## config.mk

```make
export PLATFORM = sky130hd
export DESIGN_NAME = sram_arbiter
export DESIGN_NICKNAME = d
export VERILOG_FILES = /design/src/rtl/sram_arbiter.sv
export SDC_FILE = /design/constraint.sdc
export NUM_CORES = 1
export LEC_CHECK = 0
export ABC_AREA = 1
export BUFFER_PORTS_ARGS = -buffer_cell sky130_fd_sc_hd__buf_4
export CORE_ASPECT_RATIO = 2
export CORE_MARGIN = 2
export CORE_UTILIZATION = 41
export DETAILED_ROUTE_END_ITERATION = 8
export GPL_TIMING_DRIVEN = 0
export PLACE_DENSITY_LB_ADDON = 0.1
export SLEW_MARGIN = 20
export SYNTH_ARGS = -nofsm -noshare
export SYNTH_HDL_FRONTEND = slang
export SYNTH_SLANG_ARGS = --single-unit
export TNS_END_PERCENT = 100
```

## constraint.sdc

```tcl
create_clock -name clk -period 1.5 [get_ports clk]
set_clock_uncertainty 0.15 [all_clocks]
set_input_delay 0.3 -clock clk [delete_from_list [all_inputs] [get_ports clk]]
set_output_delay 0.3 -clock clk [all_outputs]
set_load 0.01 [all_outputs]
```

## src/rtl/sram_arbiter.sv

```systemverilog
// Two-port (IF / LS) arbiter for a single-ported SRAM with registered per-port read responses.
// Define SRAM_ARB_RR_EN for round-robin contention; otherwise LS has fixed priority.
module sram_arbiter #(
  parameter int unsigned ADDR_W = 16,
  parameter int unsigned DATA_W = 32
) (
  input  logic              clk,
  input  logic              rst_n,
  // Instruction fetch port (read only)
  input  logic              if_req_valid,
  output logic              if_req_ready,
  input  logic [ADDR_W-1:0] if_addr,
  output logic              if_rsp_valid,
  output logic [DATA_W-1:0] if_rsp_data,
  input  logic              if_rsp_ready,
  // Load/store port
  input  logic              ls_req_valid,
  output logic              ls_req_ready,
  input  logic              ls_we,
  input  logic [ADDR_W-1:0] ls_addr,
  input  logic [DATA_W-1:0] ls_wr_data,
  output logic              ls_rsp_valid,
  output logic [DATA_W-1:0] ls_rsp_data,
  input  logic              ls_rsp_ready,
  // SRAM port
  output logic              sram_en,
  output logic              sram_we,
  output logic [ADDR_W-1:0] sram_addr,
  output logic [DATA_W-1:0] sram_wr_data,
  input  logic [DATA_W-1:0] sram_data
);

  logic              if_rsp_valid_q, if_rsp_valid_d;
  logic              ls_rsp_valid_q, ls_rsp_valid_d;
  logic [DATA_W-1:0] if_rsp_data_q, if_rsp_data_d;
  logic [DATA_W-1:0] ls_rsp_data_q, ls_rsp_data_d;

  logic if_slot_free, ls_slot_free;
  logic if_elig, ls_elig, contend;
  logic ls_pri;
  logic grant_if, grant_ls;
  logic rd_if, rd_ls;

  // A slot is free if empty or being drained this cycle.
  assign if_slot_free = !if_rsp_valid_q || if_rsp_ready;
  assign ls_slot_free = !ls_rsp_valid_q || ls_rsp_ready;

  assign if_elig = if_req_valid && if_slot_free;
  assign ls_elig = ls_req_valid && (ls_we || ls_slot_free);
  assign contend = if_elig && ls_elig;

`ifdef SRAM_ARB_RR_EN
  // High when LS won the most recent contended cycle; reset value means IF.
  logic last_ls_q, last_ls_d;

  always_comb begin
    ls_pri    = !last_ls_q;
    last_ls_d = last_ls_q;
    if (contend) begin
      last_ls_d = ls_pri;
    end
  end

  always_ff @(posedge clk or negedge rst_n) begin
    if (!rst_n) begin
      last_ls_q <= 1'b0;
    end else begin
      last_ls_q <= last_ls_d;
    end
  end
`else
  assign ls_pri = 1'b1;
`endif

  assign grant_ls = ls_elig && (!if_elig || ls_pri);
  assign grant_if = if_elig && !grant_ls;
  assign rd_if    = grant_if;
  assign rd_ls    = grant_ls && !ls_we;

  assign if_req_ready = grant_if;
  assign ls_req_ready = grant_ls;

  always_comb begin
    sram_en   = rd_if || rd_ls;
    sram_we   = grant_ls && ls_we;
    sram_addr = '0;
    if (grant_ls) begin
      sram_addr = ls_addr;
    end else if (grant_if) begin
      sram_addr = if_addr;
    end
  end

  assign sram_wr_data = ls_wr_data;

  // A new grant into a slot overrides the drain of the previous response.
  always_comb begin
    if_rsp_valid_d = if_rsp_valid_q && !if_rsp_ready;
    if_rsp_data_d  = if_rsp_data_q;
    if (rd_if) begin
      if_rsp_valid_d = 1'b1;
      if_rsp_data_d  = sram_data;
    end
  end

  always_comb begin
    ls_rsp_valid_d = ls_rsp_valid_q && !ls_rsp_ready;
    ls_rsp_data_d  = ls_rsp_data_q;
    if (rd_ls) begin
      ls_rsp_valid_d = 1'b1;
      ls_rsp_data_d  = sram_data;
    end
  end

  always_ff @(posedge clk or negedge rst_n) begin
    if (!rst_n) begin
      if_rsp_valid_q <= 1'b0;
      ls_rsp_valid_q <= 1'b0;
      if_rsp_data_q  <= '0;
      ls_rsp_data_q  <= '0;
    end else begin
      if_rsp_valid_q <= if_rsp_valid_d;
      ls_rsp_valid_q <= ls_rsp_valid_d;
      if_rsp_data_q  <= if_rsp_data_d;
      ls_rsp_data_q  <= ls_rsp_data_d;
    end
  end

  assign if_rsp_valid = if_rsp_valid_q;
  assign ls_rsp_valid = ls_rsp_valid_q;
  assign if_rsp_data  = if_rsp_data_q;
  assign ls_rsp_data  = ls_rsp_data_q;

endmodule

```

==> flow_results.org <==
** Run status
- Failing checks :: negative setup slack
- The flow ran to the end, but the final reports show violations.

** Synthesis
- Most area-hungry cell type in the Yosys netlist :: sky130_fd_sc_hd__dfrtp_1
- Portion of the post-synthesis area used by sequential elements :: 0.524
- Each instance of the synthesized netlist takes up on average around 8.4 sq um.
- Post-synthesis instance area :: 3150 sq um
- Ranked by total cell area, the synthesized netlist is headed by sky130_fd_sc_hd__dfrtp_1 52%, sky130_fd_sc_hd__nand2_1 16%, sky130_fd_sc_hd__buf_4 9.8%, sky130_fd_sc_hd__nand3_1 7.6%, sky130_fd_sc_hd__inv_1 4.3%.
- Fraction of synthesized cell area taken by the top area cell type :: 0.524
- The synthesized netlist contains 15 unique library cells.
- Synthesis produced approximately 380 cells.
- Count of warnings emitted by yosys :: 0
- #FFs+latches synth :: 66
- When the netlist entered floorplanning its net count stood at 480.

** Worst hold path
- The worst hold path begins at if_rsp_ready.
- Worst hold-check path type :: input port to flip-flop
- The worst hold path was traced through 2 stages.

** Route
- First-pass iteration count of the detailed router :: 4
- DRC Markers :: 0
- Detail Route Antenna Nets :: 0
- DR WL/cell :: around 13 um
- Via density per instance :: roughly 4.6
- Final WL :: 9070 um
- DRT iter0 DRCs :: 135
- Number of vias in the routed layout :: 3174

** Critical path
- For this run, the slowest stage of the critical path takes 0.39 ns.
- Crit path depth :: 8
- Reg2reg start :: if_rsp_valid
- Source of the critical timing path :: if_rsp_valid
- STA puts the critical path data required time at around 1.1 ns.
- Chain of cells forming the critical path :: inv_2 -> nor2_2 -> nor2_4 -> buf_6 -> buf_6 -> nand3_1 -> nand2_1 -> buf_4
- Grouping stages by cell kind, the critical path spends the most delay in buffers and inverters.
- Worst-path fanout max :: 6
- Data arrival time at the worst-slack endpoint :: roughly 1.5 ns
- The most numerous cell type found on the critical path is sky130_fd_sc_hd__buf_6.
- Logic depth of the worst register-to-register path :: 9
- Start-to-end type of the worst setup path :: flip-flop to primary output
- Together, buffers and inverters on the worst path number 4.
- Kind of capture point of the worst setup path :: primary output
- On the critical path, the stage with the largest delay is an instance of sky130_fd_sc_hd__dfrtp_1.
- The worst setup path is launched from a flip-flop.

** STA
- The number of pins with negative max-slew slack in the final report was 0.
- Minimum setup slack in the final design :: -0.488 ns
- Setup violation total in the final timing report :: 29
- Adding up every negative setup slack in the final design gives -8.72 ns.
- Setup repair after global routing could not meet its margin everywhere.
- The number of hold violations in the final report came to 0.
- The worst pin sits at a relative slew slack of 0.450.
- For the pin with the worst max-slew slack, the measured transition is just over 0.8 ns.
- For the finished layout, the period the worst path requires is 1.99 ns.
- Static timing analysis puts the maximum clock frequency at approximately 0.50 GHz.
- Of the available clock period, the critical path in the final layout requires 1.33.

** Global routing
- The via count of the first global-routing pass came to 3024.
- The global routing stage identified its most utilized layer as met2.
- Summed over all layers, the global routing overflow is 0.
- Initial antenna violation count :: 0
- Entering global routing, the biggest net connects 67 pins.
- For this run, global-route usage on met3 was measured as 0.0536.
- For this run, global-route usage on met2 was measured as 0.394.
- Global-route met1 utilization :: 0.238
- Global routing usage summed across all routing layers :: 0.218
- Wire length of the first global-routing pass :: around 14000 um

** Placement
- After legalization and detailed placement, the total HPWL measured around 6900 um.
- Routability-driven placement finished with a final weighted congestion of between 0.8 and 0.9.
- Placed cells :: 659
- Area after detailed placement :: ~4700 sq um
- During placement, the flow inserted port buffers numbering between 150 and 200.
- OpenSTA, run right after detailed placement, puts the worst setup slack at -0.224 ns.

** Die
- The floorplan has 45 rows.
- Die span in y :: ~130 um
- Die Footprint :: 8450 sq um
- From left edge to right edge, the die measures around 66 um.
- The initial utilization of the core area, before any placement, comes to 0.418.
- Placeable core region :: 7540 sq um
- I/O pin total :: ~220

** Pwr
- Of the total power, combinational logic draws 0.277.
- Of the total power, registers draw 0.373.
- In this run the power spent charging and discharging nets is 0.00169 W.
- Leak :: around 3 nW
- The internal power of the cells totals between 0.004 and 0.005 W.
- Across the VDD grid, the largest voltage drop is about 0.63 mV.
- Of the total power, the share spent switching nets is 0.280.
- Dividing total power by cell area gives a power density of ~1200 nW/um^2.
- Fraction of power consumed by the clock network :: 0.349

** Finish
- The area growth from synthesis to layout is 65.2%.
- In the final design database the tool counted 690 nets.
- Share of the core filled with cells :: 0.691
- After routing the design area is approximately 5200 sq um.
- Non-Filler Instances :: approximately 690
- Fraction of final layout cells sized beyond drive strength 1 :: 0.488
- 0 antenna diodes ended up in the layout.

** CTS
- Insertion delay of the later-clocked pin in the worst-skew pair :: approximately 0.32 ns
- Clock Sinks :: 66
- Clock tree buffer depth :: 2
- Clock edge transition at the registers on the reported setup and hold paths :: about 0.050 ns
- Number of buffers created by CTS :: 9
- CTS H-Tree Depth :: 3
- The tree is rooted in a sky130_fd_sc_hd__clkbuf_16.
- TritonCTS built the clock tree.

** Flow run
- Max-cap violations in this run came to 0.
-- cells in the mapped netlist, drive strengths merged --
cell,instances
clkbuf,1
nand2,134
buf,52
o21ai,33
nand3,50
inv,39
dfrtp,66
nor2,2
-- power groups by stage --
stage / Sequential [W] / Combinational [W] / Clock, W
floorplan: 0.00240 / 0.000546 / 0
global placement: 0.00226 / 0.00159 / 0
detailed placement: 0.00228 / 0.00161 / 0
CTS: 0.00225 / 0.00167 / 0.00214
global route: 0.00229 / 0.00183 / 0.00221
finish: 0.00225 / 0.00167 / 0.00211
-- path summary, 6_finish.rpt --
check,endpoint,slack (ns)
setup / recovery,sram_addr[4],-0.49
hold / removal,if_rsp_valid,0.02
setup reg to reg,if_rsp_data[15],-0.04
hold reg to reg,if_rsp_data[26],0.32
max in group asynchronous,if_rsp_data[15],0.18
min in group asynchronous,ls_rsp_data[2],0.47
-- per-stage QoR --
| step | hold slack (ns) | total power (W) |
|---|---|---|
| 2_1_floorplan | -0.146 | 0.00295 |
| 3_3_place_gp | 0.298 | 0.00385 |
| 3_5_place_dp | 0.304 | 0.00389 |
| 4_1_cts | 0.00829 | 0.00607 |
| 5_1_grt | 0.0178 | 0.00633 |
| 6_report | 0.0187 | 0.00603 |
-- cell usage in the layout (no fill, tap or decap), drive strengths merged, types with 2 or more instances in the layout --
master and instances:
buf 250, clkbuf 12, clkinv 3, dfrtp 66, inv 39, nand2 134
nand3 50, nor2 2, o21ai 33
-- sequential cells by signal, summed over array words and instances (netlist names) --
signal        count
if_rsp_data      32
ls_rsp_data      32
if_rsp_valid      1
ls_rsp_valid      1
-- final cells by class --
type,count,area (sq um)
buffer,53,423
fill,661,2330
tap,94,118
timing repair buffer,199,1540
multi-input combinational,219,1020
sequential,66,1650
inverter,39,151
clock buffer,11,253
clock inverter,5,52.6
-- timing repair --
item                                    CTS  global route
setup buffers                             3             5
pin swaps                                 6             7
resized for setup                        28             8
endpoints found under the hold margin    66             0
gates cloned                              2             0
hold buffers                              1             0
endpoints found under the setup margin   19            21
-- layer usage --
layer	part of all wire	up-vias
li1	-	1557
met2	0.57	137
met4	0.013	0
met5	0	-
met1	0.34	1473
met3	0.079	7
-- logic make-up (layout without fill, tap and decap cells) --
family                 after synthesis  in the layout  share of synthesized area
and+or+nand+nor                    186            186                      0.249
buffers and inverters               92            307                      0.175
DFF                                 66             66                      0.524
AOI/OAI and AO/OA                   33             33                     0.0524
Note: power is estimated with default switching activity, not from simulation.
